`src/rtl/debounce_multi.sv`:
```
// Multi-channel button/switch debouncer: per-channel synchroniser, stability filter,
// press/release edge pulses and a saturating hold counter for long-press detection.
module debounce_multi #(
    parameter int                    CHANNELS     = 4,
    parameter int                    COUNT_SIZE   = 24,
    parameter logic [COUNT_SIZE-1:0] STABLE_LIMIT = 24'd59,
    parameter logic [COUNT_SIZE-1:0] LONG_LIMIT   = 24'd1000,
    parameter int                    SYNC_STAGES  = 2,
    parameter logic [CHANNELS-1:0]   INVERT_IN    = '0
) (
    input  logic                clock,
    input  logic                reset,
    input  logic [CHANNELS-1:0] in,
    output logic [CHANNELS-1:0] out,
    output logic [CHANNELS-1:0] pressed,
    output logic [CHANNELS-1:0] released,
    output logic [CHANNELS-1:0] long_press,
    output logic [CHANNELS-1:0] long_pulse
);

    typedef enum logic {ST_STABLE, ST_CHANGING} state_t;

    // Inversion is applied ahead of the first flop so reset value 0 means "not pressed".
    logic [CHANNELS-1:0] sync_reg [SYNC_STAGES];
    logic [CHANNELS-1:0] s;

    generate
        for (genvar gi = 0; gi < SYNC_STAGES; gi++) begin : g_sync
            always_ff @(posedge clock or negedge reset) begin
                if (!reset) begin
                    sync_reg[gi] <= '0;
                end else if (gi == 0) begin
                    sync_reg[gi] <= in ^ INVERT_IN;
                end else begin
                    sync_reg[gi] <= sync_reg[(gi == 0) ? 0 : gi - 1];
                end
            end
        end
    endgenerate

    assign s = sync_reg[SYNC_STAGES-1];

    generate
        for (genvar gi = 0; gi < CHANNELS; gi++) begin : g_chan
            state_t                state_reg, state_next;
            logic [COUNT_SIZE-1:0] cnt_reg, cnt_next;
            logic [COUNT_SIZE-1:0] hold_reg, hold_next;
            logic                  out_reg, out_next;
            logic                  pressed_reg, released_reg;
            logic                  lp_reg, lp_next;
            logic                  lpulse_reg;

            always_ff @(posedge clock or negedge reset) begin
                if (!reset) begin
                    state_reg    <= ST_STABLE;
                    cnt_reg      <= '0;
                    hold_reg     <= '0;
                    out_reg      <= 1'b0;
                    pressed_reg  <= 1'b0;
                    released_reg <= 1'b0;
                    lp_reg       <= 1'b0;
                    lpulse_reg   <= 1'b0;
                end else begin
                    state_reg    <= state_next;
                    cnt_reg      <= cnt_next;
                    hold_reg     <= hold_next;
                    out_reg      <= out_next;
                    pressed_reg  <= out_next & ~out_reg;
                    released_reg <= ~out_next & out_reg;
                    lp_reg       <= lp_next;
                    lpulse_reg   <= lp_next & ~lp_reg;
                end
            end

            always_comb begin
                state_next = state_reg;
                cnt_next   = '0;
                out_next   = out_reg;
                case (state_reg)
                    ST_STABLE: begin
                        if (s[gi] != out_reg) begin
                            // A zero limit accepts the very first differing sample.
                            if (STABLE_LIMIT == '0) begin
                                out_next = ~out_reg;
                            end else begin
                                state_next = ST_CHANGING;
                                cnt_next   = COUNT_SIZE'(1);
                            end
                        end
                    end
                    ST_CHANGING: begin
                        if (s[gi] == out_reg) begin
                            state_next = ST_STABLE;
                        end else if (cnt_reg == STABLE_LIMIT) begin
                            out_next   = ~out_reg;
                            state_next = ST_STABLE;
                        end else begin
                            cnt_next = cnt_reg + COUNT_SIZE'(1);
                        end
                    end
                    default: begin
                        state_next = ST_STABLE;
                    end
                endcase
            end

            // Hold counter counts completed cycles with out high and saturates at the limit.
            always_comb begin
                hold_next = '0;
                lp_next   = 1'b0;
                if (out_next) begin
                    if (out_reg && (hold_reg != LONG_LIMIT)) begin
                        hold_next = hold_reg + COUNT_SIZE'(1);
                    end else begin
                        hold_next = hold_reg;
                    end
                    lp_next = (LONG_LIMIT != '0) && (hold_next == LONG_LIMIT);
                end
            end

            assign out[gi]        = out_reg;
            assign pressed[gi]    = pressed_reg;
            assign released[gi]   = released_reg;
            assign long_press[gi] = lp_reg;
            assign long_pulse[gi] = lpulse_reg;
        end
    endgenerate

endmodule

```
`config.mk`:
```
export PLATFORM = sky130hd
export DESIGN_NAME = debounce_multi
export DESIGN_NICKNAME = d
export VERILOG_FILES = /design/src/rtl/debounce_multi.sv
export SDC_FILE = /design/constraint.sdc
export NUM_CORES = 1
export LEC_CHECK = 0
export CAP_MARGIN = 20
export CORE_MARGIN = 1.5
export CORE_UTILIZATION = 50
export CTS_BUF_LIST = sky130_fd_sc_hd__clkbuf_16
export DETAILED_ROUTE_END_ITERATION = 10
export PLACE_DENSITY_LB_ADDON = 0.08
export SLEW_MARGIN = 30
export SYNTH_ARGS = -nofsm -noshare
export SYNTH_HDL_FRONTEND = slang
export SYNTH_SLANG_ARGS = --single-unit
```
`constraint.sdc`:
```
create_clock -name clock -period 6.45 [get_ports clock]
set_input_delay 1.29 -clock clock [delete_from_list [all_inputs] [get_ports clock]]
set_output_delay 1.29 -clock clock [all_outputs]
set_load 0.05 [all_outputs]
```
==> impl_metrics.env, run 1 <==
export IMPL_run_status="completed"
export IMPL_grt_overflow_total=0
export IMPL_postCtsResizedCells=0
export IMPL_maxCapViolCount=0
export IMPL_source_of_the_worst_register_to_register_timing_path="g_chan[3].hold_reg[1]$_DFF_PN0_"
export IMPL_portion_of_total_power_attributed_to_combinational_logic=0.019
export IMPL_hold_slack_ns=0.346
export IMPL_antenna_violating_nets_post_route=0
export IMPL_antenna_cells=0
export IMPL_cell_at_the_root_of_the_clock_tree="clkbuf_16"
export IMPL_worst_path_dominant_cell_family="buffers and inverters"
export IMPL_clock_period_minus_final_worst_setup_slack_ns=3.42
export IMPL_worst_path_max_delay_cell="clkdlybuf4s50_1"
export IMPL_arrival_ns=2.13
export IMPL_die_w_um=159
export IMPL_fmax_mhz=293
export IMPL_synth_top_family_by_area="simple AND/OR/NAND/NOR gates"
export IMPL_setup_buffers_after_cts=0
export IMPL_post_drt_via_cell_ratio=5.54
export IMPL_final_worst_slack_ns=3.03
export IMPL_final_min_period_over_clock_period=0.530
export IMPL_syn2layout_area_growth_pct=9.52
export IMPL_setup_tns_ns=0
export IMPL_clk_transition_reported_paths_ns=0.06
export IMPL_grt_max_degree=118
export IMPL_floorplan_initialDensity=0.513
export IMPL_critPathBufInv=1
export IMPL_clock_tree_buffer_depth=3
export IMPL_power_net_switching_uw=617
export IMPL_cp_cell_sequence="clkdlybuf4s50_1"
export IMPL_numClockSinks=224
export IMPL_tightestPinTransition_ns=0.924
export IMPL_leakage_uw=0.00526
export IMPL_detail_route_wl_per_cell_um=14.5
export IMPL_io_pin_count=26
export IMPL_seq_area_frac_synth=0.463
export IMPL_drtPass1Iterations=4
export IMPL_grt_pass1_wl_mm=41.1
export IMPL_die_height_um=159
export IMPL_cts_hold_repair_buffers=0
export IMPL_dieArea_um2=25200
export IMPL_ys_flop_type="dfrtp_1"
export IMPL_power_density_nw_per_um2=217
export IMPL_post_synth_num_cell_types=66
export IMPL_synthesis_area_um2=12100
export IMPL_post_synth_cell_area_avg_um2=9.31
export IMPL_critical_path_startpoint="g_chan[3].out_reg$_DFF_PN0_"
export IMPL_portBuffers=25
export IMPL_cts_inserted_buffers=26
export IMPL_fin_util=0.562
export IMPL_timing_slew_headroom=0.379
export IMPL_part_of_the_power_in_registers=0.494
export IMPL_pwr_share_clk=0.488
export IMPL_synth_mux_area_fraction=0.00672
export IMPL_rows=56
export IMPL_mappedNetlistNets=1319
export IMPL_power_share_switching=0.215
export IMPL_grt_pass1_vias=8547
export IMPL_via_count=8957
export IMPL_peakVddDrop_mv=0.189
export IMPL_synth_compound_area_share=0.0480
export IMPL_synth_simple_gate_area_share=0.288
export IMPL_power_report_internal_total_uw=2260
export IMPL_layout_drive_gt1_share=0.0493
export IMPL_tritoncts="done"
export IMPL_route_detailed_drc=0
export IMPL_synth_seq_cells=224
export IMPL_worstSetupEndpointType="output port"
export IMPL_place_detailed_hpwl_mm=15.5
export IMPL_post_synth_inst_count=1301
export IMPL_timing_max_transition_violations_final=0
export IMPL_pre_cts_ws_ns=3.57
export IMPL_synth_xor_area_share=0.137
export IMPL_detail_route_wirelength_mm=23.5
export IMPL_grt_antenna_before_repair=0
export IMPL_ys_async_sr_fraction=1.00
export IMPL_layout_nets=1298
export IMPL_grt_util_all_layers=0.196
export IMPL_yosys_area_share_adder=0.0124
export IMPL_weighted_congestion_at_the_end_of_routability_driven_global_placement=0.829
export IMPL_worst_setup_path_type="register to output port"
export IMPL_finalSetupViolations=0
export IMPL_timing_hold_worst_start="sync_reg[6]$_DFF_PN0_"
export IMPL_required_ns=5.16
export IMPL_drt_iter0_markers=463
export IMPL_synth_enable_flop_cells=0
export IMPL_crit_fanout=17
export IMPL_cp_slowest_stage_delay_ns=0.91
export IMPL_timing_critical_path_from_type="register"
export IMPL_worst_clock_skew_ns=0.0100
export IMPL_worst_skew_pair_late_latency_ns=0.53
export IMPL_h_tree_depth=1
export IMPL_finalHoldViolations=0
export IMPL_timing_hold_worst_class="register to register"
export IMPL_fp_coreArea_um2=23600
export IMPL_grt_setup_unrepaired="false"
export IMPL_synth_warning_count=0
-- logic make-up (layout without fill, tap and decap cells) --
kind of cell,Yosys count,in the layout
adders and majority gates,12,12
and+or+nand+nor,664,664
xor gates and xnor gates,189,189
DFF,224,224
AOI/OAI and AO/OA,85,85
muxes,8,8
buffers and inverters,119,117
-- final timing paths --
kind                       slack [ns]                              end  cells past startpoint
max                              3.03                           out[3]                      1
min                              0.35                   s[2]$_DFF_PN0_                      0
max reg2reg                      3.69       g_chan[3].lp_reg$_DFF_PN0_                      7
min reg2reg                      0.35                   s[2]$_DFF_PN0_                      0
max in group asynchronous        4.57  g_chan[3].hold_reg[0]$_DFF_PN0_                      2
min in group asynchronous        0.78   g_chan[1].cnt_reg[5]$_DFF_PN0_                      1
-- cell usage after synthesis (all sizes together) (12+ instances only) --
master / count / area [µm²]
a21oi: 18 / 90.1
nor4b: 12 / 105
inv: 40 / 150
nand4: 68 / 432
xnor2: 82 / 718
o21ai: 12 / 60.1
dfrtp: 224 / 5610
clkbuf: 40 / 150
nor2: 223 / 840
nor3: 35 / 180
and2: 13 / 81.3
nand2: 72 / 270
nand3: 86 / 435
and4: 16 / 140
ha: 12 / 150
xor2: 107 / 937
buf: 39 / 248
nor4: 50 / 383
and3: 29 / 181
-- power groups by stage --
stage	registers (µW)	logic [µW]	clock network, µW
after floorplan	1440	17.7	0
after global placement	1440	56.0	0
after detailed placement	1440	56.5	0
after CTS	1420	56.5	1440
after global routing	1420	63.4	1500
final	1420	53.2	1400
-- stage by stage --
step	area, µm²	power [µW]	instances
after floorplan	12100	1460	1301
after CTS	13300	2920	1618
final	13300	2870	1618
after global routing	13300	2980	1618
after global placement	12400	1500	1571
after detailed placement	12400	1500	1571
-- cells in the final DEF, fill, tap and decap left out, drive strengths merged, types with 18 or more instances in the layout --
cell type,n
xor2,107
clkdlybuf4s50,24
xnor2,82
nor2,223
nand4,68
and3,29
nor4,50
clkbuf,27
nand3,86
a21oi,18
nor3,35
nand2,72
dfrtp,224
inv,47
-- final cells by class --
| class | instances | area, µm² |
|---|---|---|
| Tap cell | 319 | 399 |
| Clock buffer | 27 | 676 |
| Timing Repair Buffer | 30 | 305 |
| Multi-Input combinational cell | 958 | 5980 |
| Fill cell | 2196 | 10400 |
| Sequential cell | 224 | 5610 |
| Inverter | 40 | 150 |
| Clock inverter | 20 | 145 |
-- per-layer routing --
| metal | vias to the layer above | global-route usage | part of all wire |
|---|---|---|---|
| li1 | 4473 | - | - |
| met1 | 4326 | 0.288 | 0.51 |
| met4 | 0 | 0.0445 | 0.019 |
| met3 | 34 | 0.0269 | 0.031 |
| met2 | 124 | 0.306 | 0.44 |
| met5 | - | 0 | 0 |
No activity file was read; power rests on OpenSTA's default activity.
==> run 2, diff against run 1 <==
==> constraint.sdc (replaced) <==
create_clock -name clock -period 2.9 [get_ports clock]
set_input_delay 0.58 -clock clock [delete_from_list [all_inputs] [get_ports clock]]
set_output_delay 0.58 -clock clock [all_outputs]
set_load 0.05 [all_outputs]
==> run 2 against run 1 <==
  * The flow now finishes with violations (hold timing)
  * Design area increased by 0.83%
  * Hold slack got worse by 0.35 ns
  * Clock skew increased by 0.0071 ns
  * Critical endpoint is now g_chan[3].lp_reg$_DFF_PN0_
==> impl_metrics.env, run 2 (same netlist as run 1, synthesis figures left out) <==
export IMPL_run_status="finished with violations"
export IMPL_violations="hold timing"
export IMPL_antenna_violating_nets_post_route=0
export IMPL_final_min_period_over_clock_period=0.931
export IMPL_timing_hold_worst_class="input pin to async pin"
export IMPL_worstSetupEndpointType="register"
export IMPL_critical_path_startpoint="g_chan[3].hold_reg[1]$_DFF_PN0_"
export IMPL_grt_overflow_total=0
export IMPL_drt_iter0_markers=495
export IMPL_cts_hold_repair_buffers=0
export IMPL_weighted_congestion_at_the_end_of_routability_driven_global_placement=0.871
export IMPL_fillers=2115
export IMPL_grt_antenna_before_repair=0
export IMPL_clock_tree_buffer_depth=3
export IMPL_rows=56
export IMPL_worstReg2RegEnd="g_chan[3].lp_reg$_DFF_PN0_"
export IMPL_clk_transition_reported_paths_ns=0.06
export IMPL_layout_drive_gt1_share=0.0636
export IMPL_number_of_standard_cells_in_the_final_layout_excluding_fillers=1639
export IMPL_detail_route_wirelength_mm=23.6
export IMPL_cts_inserted_buffers=25
export IMPL_number_of_cells_on_the_worst_reg_to_reg_path=7
export IMPL_cp_cell_sequence="ha_1 -> nand4_1 -> nor3_2 -> nand4_1 -> or3b_2 -> a22o_1 -> nor4_1"
export IMPL_sequential_cell_area_um2=5610
export IMPL_grt_pass1_wl_mm=41.1
export IMPL_postCtsResizedCells=0
export IMPL_source_of_the_worst_register_to_register_timing_path="g_chan[3].hold_reg[1]$_DFF_PN0_"
export IMPL_portBuffers=25
export IMPL_crit_fanout=10
export IMPL_via_count=8968
export IMPL_leakage_uw=0.00535
export IMPL_post_drt_via_cell_ratio=5.47
export IMPL_numClockSinks=224
export IMPL_worst_skew_pair_late_latency_ns=0.52
export IMPL_dieArea_um2=25200
export IMPL_die_height_um=159
export IMPL_finalSetupViolations=0
export IMPL_h_tree_depth=1
export IMPL_dpl_cell_count=1594
export IMPL_tritoncts="done"
export IMPL_place_detailed_hpwl_mm=16.3
export IMPL_worst_clock_skew_ns=0.0171
export IMPL_setup_tns_ns=0
export IMPL_grt_max_degree=72
export IMPL_io_pin_count=26
export IMPL_cpMostUsedCell="nand4_1"
export IMPL_grt_setup_unrepaired="false"
export IMPL_finalHoldViolations=2
export IMPL_hold_slack_ns=-0.00564
export IMPL_critical_path_sink="g_chan[3].lp_reg$_DFF_PN0_"
export IMPL_clock_period_minus_final_worst_setup_slack_ns=2.70
export IMPL_fp_coreArea_um2=23600
export IMPL_antenna_cells=0
export IMPL_maxCapViolCount=0
export IMPL_timing_slew_headroom=0.600
export IMPL_die_w_um=159
export IMPL_grt_pass1_vias=8473
export IMPL_arrival_ns=3.11
export IMPL_worst_setup_path_type="register to register"
export IMPL_final_worst_slack_ns=0.200
export IMPL_timing_critical_path_from_type="register"
export IMPL_timing_max_transition_violations_final=0
export IMPL_floorplan_initialDensity=0.513
export IMPL_fmax_mhz=370
export IMPL_r2r_slack_ns=0.20
export IMPL_power_density_nw_per_um2=466
export IMPL_tightestPinTransition_ns=0.592
export IMPL_final_common_cell="dfrtp_1"
export IMPL_peakVddDrop_mv=0.445
export IMPL_layout_nets=1320
export IMPL_grt_util_all_layers=0.198
export IMPL_syn2layout_area_growth_pct=10.4
export IMPL_cell_at_the_root_of_the_clock_tree="clkbuf_16"
export IMPL_final_cell_mix="dfrtp_1, nor2_1, xor2_1"
export IMPL_drtPass1Iterations=5
export IMPL_worst_path_max_delay_cell="dfrtp_1"
export IMPL_detail_route_wl_per_cell_um=14.4
export IMPL_route_detailed_drc=0
export IMPL_cp_slowest_stage_delay_ns=0.51
export IMPL_required_ns=3.31
export IMPL_pre_cts_ws_ns=0.272
export IMPL_setup_buffers_after_cts=0
export IMPL_multi_input_area_um2=5960
[run 2: cell count changes in the layout (fill, tap and decap cells not counted), moves of 2 or more]
cell,delta
buf_4,+22
clkbuf_16,-2
clkinv_2,+3
clkinvlp_4,-3
[run 2: per-stage QoR]
| step | cell area [µm²] | hold slack, ns | util | total power (µW) |
|---|---|---|---|---|
| floorplan | 12100 | 0.284 | - | 3250 |
| global placement | 12600 | 0.333 | 0.534 | 3340 |
| detailed placement | 12600 | 0.337 | 0.534 | 3340 |
| CTS | 13400 | 0.0306 | 0.566 | 6340 |
| global route | 13400 | 0.0464 | 0.566 | 6490 |
| finish | 13400 | -0.00564 | 0.566 | 6230 |
[run 2: how the worst min path moves through the flow]
stage / start / endpoint / slack (ns) / depth (start not counted)
2_1_floorplan: reset / g_chan[0].cnt_reg[0]$_DFF_PN0_ / 0.28 / 0
3_3_place_gp: sync_reg[6]$_DFF_PN0_ / s[2]$_DFF_PN0_ / 0.33 / 0
3_5_place_dp: sync_reg[7]$_DFF_PN0_ / s[3]$_DFF_PN0_ / 0.34 / 0
4_1_cts: reset / g_chan[0].hold_reg[21]$_DFF_PN0_ / 0.03 / 1
5_1_grt: reset / g_chan[0].hold_reg[21]$_DFF_PN0_ / 0.05 / 1
6_report: reset / g_chan[1].cnt_reg[7]$_DFF_PN0_ / -0.006 / 1
[run 2: area by class of cell]
cell class	instances	share of cell area
inverter	40	0.0112
sequential	224	0.419
tap	319	0.0298
clock inverter	20	0.0103
timing repair buffer	53	0.0367
multi-input combinational	958	0.446
clock buffer	25	0.0468
[run 2: power by group]
part	switching [µW]	total [µW]	internal (µW)	leakage, µW
combinational	93.9	125	31.0	0.00186
clock	1220	2950	1730	0.000399
sequential	12.3	3150	3140	0.00309
total	1330	6230	4900	0.00535
[run 2: routing by layer]
layer | part of all wire | global-route usage | vias to the layer above
li1 | - | - | 4502
met1 | 0.51 | 0.293 | 4321
met2 | 0.45 | 0.309 | 117
met3 | 0.032 | 0.0253 | 28
met4 | 0.017 | 0.0445 | 0
met5 | 0 | 0 | -
[run 2: critical path: cells and delay by family, from the launching register on]
kind	cells	cell delay, ns
adder cells (fa/ha/maj)	1	0.32
AND/OR/NAND/NOR	5	1.54
flip-flops	1	0.51
AO/OA/AOI/OAI	1	0.21
==> run 3, diff against run 2 <==
--- a/config.mk
+++ b/config.mk
@@ -6,7 +6,7 @@
 export NUM_CORES = 1
 export LEC_CHECK = 0
 export CAP_MARGIN = 20
-export CORE_MARGIN = 1.5
+export CORE_MARGIN = 3
 export CORE_UTILIZATION = 50
 export CTS_BUF_LIST = sky130_fd_sc_hd__clkbuf_16
 export DETAILED_ROUTE_END_ITERATION = 10
==> run 3 against run 2 <==
  * The flow now finishes without violations
  * Critical endpoint unchanged
  * Non-clock buffer count is 3 higher
  * Via count is 0.10% lower
  * Fmax is 4.0% higher
  * Critical path type unchanged
  * Clock skew is 0.0068 ns lower
  * Final cell count hardly changed
==> impl_metrics.env, run 3 (same netlist as run 1, synthesis figures left out) <==
export IMPL_worstSetupEndpointType="register"
export IMPL_clock_period_minus_final_worst_setup_slack_ns=2.60
export IMPL_timing_hold_worst_start="sync_reg[7]$_DFF_PN0_"
export IMPL_r2r_slack_ns=0.30
export IMPL_setup_buffers_after_cts=0
export IMPL_clk_transition_reported_paths_ns=0.06
export IMPL_grt_pass1_vias=8660
export IMPL_h_tree_depth=1
export IMPL_antenna_violating_nets_post_route=0
export IMPL_whs_path_depth=0
export IMPL_grt_overflow_total=0
export IMPL_timing_slew_headroom=0.600
export IMPL_dieArea_um2=26100
export IMPL_grt_util_all_layers=0.189
export IMPL_post_drt_via_cell_ratio=5.46
export IMPL_maxCapViolCount=0
export IMPL_crit_fanout=9
export IMPL_detail_route_wirelength_mm=24.1
export IMPL_grt_max_degree=63
export IMPL_source_of_the_worst_register_to_register_timing_path="g_chan[3].hold_reg[0]$_DFF_PN0_"
export IMPL_final_cell_mix="dfrtp_1, nor2_1, xor2_1"
export IMPL_critical_path_startpoint="g_chan[3].hold_reg[0]$_DFF_PN0_"
export IMPL_numClockSinks=224
export IMPL_tightestPinTransition_ns=0.592
export IMPL_postCtsResizedCells=0
export IMPL_finalHoldViolations=0
export IMPL_die_height_um=162
export IMPL_worst_clock_skew_ns=0.0102
export IMPL_leakage_uw=0.00536
export IMPL_required_ns=3.31
export IMPL_place_detailed_hpwl_mm=16.8
export IMPL_weighted_congestion_at_the_end_of_routability_driven_global_placement=0.872
export IMPL_fillers=2101
export IMPL_floorplan_initialDensity=0.513
export IMPL_clock_tree_buffer_depth=3
export IMPL_die_w_um=162
export IMPL_worst_setup_path_type="register to register"
export IMPL_syn2layout_area_growth_pct=10.8
export IMPL_grt_antenna_before_repair=0
export IMPL_grt_setup_unrepaired="false"
export IMPL_finalSetupViolations=0
export IMPL_drt_iter0_markers=565
export IMPL_setup_tns_ns=0
export IMPL_layout_drive_gt1_share=0.0674
export IMPL_power_density_nw_per_um2=470
export IMPL_multi_input_area_um2=5960
export IMPL_drtPass1Iterations=5
export IMPL_timing_hold_worst_class="register to register"
export IMPL_detail_route_wl_per_cell_um=14.7
export IMPL_timing_critical_path_from_type="register"
export IMPL_rows=56
export IMPL_sequential_cell_area_um2=5610
export IMPL_arrival_ns=3.00
export IMPL_fp_coreArea_um2=23600
export IMPL_detailed_place_area_um2=12600
export IMPL_number_of_cells_on_the_worst_reg_to_reg_path=8
export IMPL_fmax_mhz=385
export IMPL_finish_instance_area_um2=13400
export IMPL_final_common_cell="dfrtp_1"
export IMPL_io_pin_count=26
export IMPL_final_min_period_over_clock_period=0.896
export IMPL_timing_max_transition_violations_final=0
export IMPL_cts_inserted_buffers=25
export IMPL_portBuffers=25
export IMPL_route_detailed_drc=0
export IMPL_grt_pass1_wl_mm=42.6
export IMPL_tritoncts="done"
export IMPL_antenna_cells=0
export IMPL_worst_skew_pair_late_latency_ns=0.51
export IMPL_layout_nets=1323
export IMPL_run_status="completed"
export IMPL_peakVddDrop_mv=0.463
export IMPL_cell_at_the_root_of_the_clock_tree="clkbuf_16"
export IMPL_via_count=8959
export IMPL_cts_hold_repair_buffers=1
[run 3: worst max-delay path: stages, from the launching register on]
cell and delay [ns]:
dfrtp_1 0.46, inv_1 0.15, ha_1 0.15, nor4b_1 0.23, nand3_1 0.09, or4_1 0.48, mux2i_1 0.16, or4b_1 0.56
nor4_1 0.20
[run 3: final timing paths]
path / end
worst min-delay path: s[3]$_DFF_PN0_
worst max register to register: g_chan[3].lp_reg$_DFF_PN0_
max in group asynchronous: g_chan[0].cnt_reg[9]$_DFF_PN0_
worst max-delay path: g_chan[3].lp_reg$_DFF_PN0_
worst min register to register: s[3]$_DFF_PN0_
min in group asynchronous: g_chan[1].cnt_reg[7]$_DFF_PN0_
[run 3: final cells by class]
type | count | share of cell area
clock buffer | 25 | 0.0466
clock inverter | 18 | 0.0119
inverter | 40 | 0.0112
multi-input combinational | 958 | 0.444
sequential | 224 | 0.418
tap | 319 | 0.0297
timing repair buffer | 56 | 0.0384
[run 3: report_power, final]
group / switching [µW] / leakage [µW] / total [µW] / internal (µW)
Combinational: 96.0 / 0.00187 / 129 / 32.8
Clock: 1200 / 0.000390 / 3020 / 1820
Sequential: 12.0 / 0.00309 / 3150 / 3140
[run 3: stage by stage]
step / worst slack [ns] / hold slack, ns / utilization / std cells / total power, µW
after floorplan: 0.435 / 0.284 / - / 1301 / 3250
after global placement: 0.374 / 0.332 / 0.535 / 1596 / 3340
after detailed placement: 0.322 / 0.338 / 0.535 / 1596 / 3350
after CTS: 0.309 / 0.351 / 0.568 / 1640 / 6430
after global routing: 0.0788 / 0.355 / 0.568 / 1640 / 6560
final: 0.303 / 0.349 / 0.568 / 1640 / 6300
[run 3: metal layers]
metal  up-vias  track usage  routed length (µm)
li1       4516            -                   -
met1      4306        0.290               12300
met2       117        0.289               10600
met3        20       0.0277                 812
met4         0       0.0341                 318
met5         -            0                   0
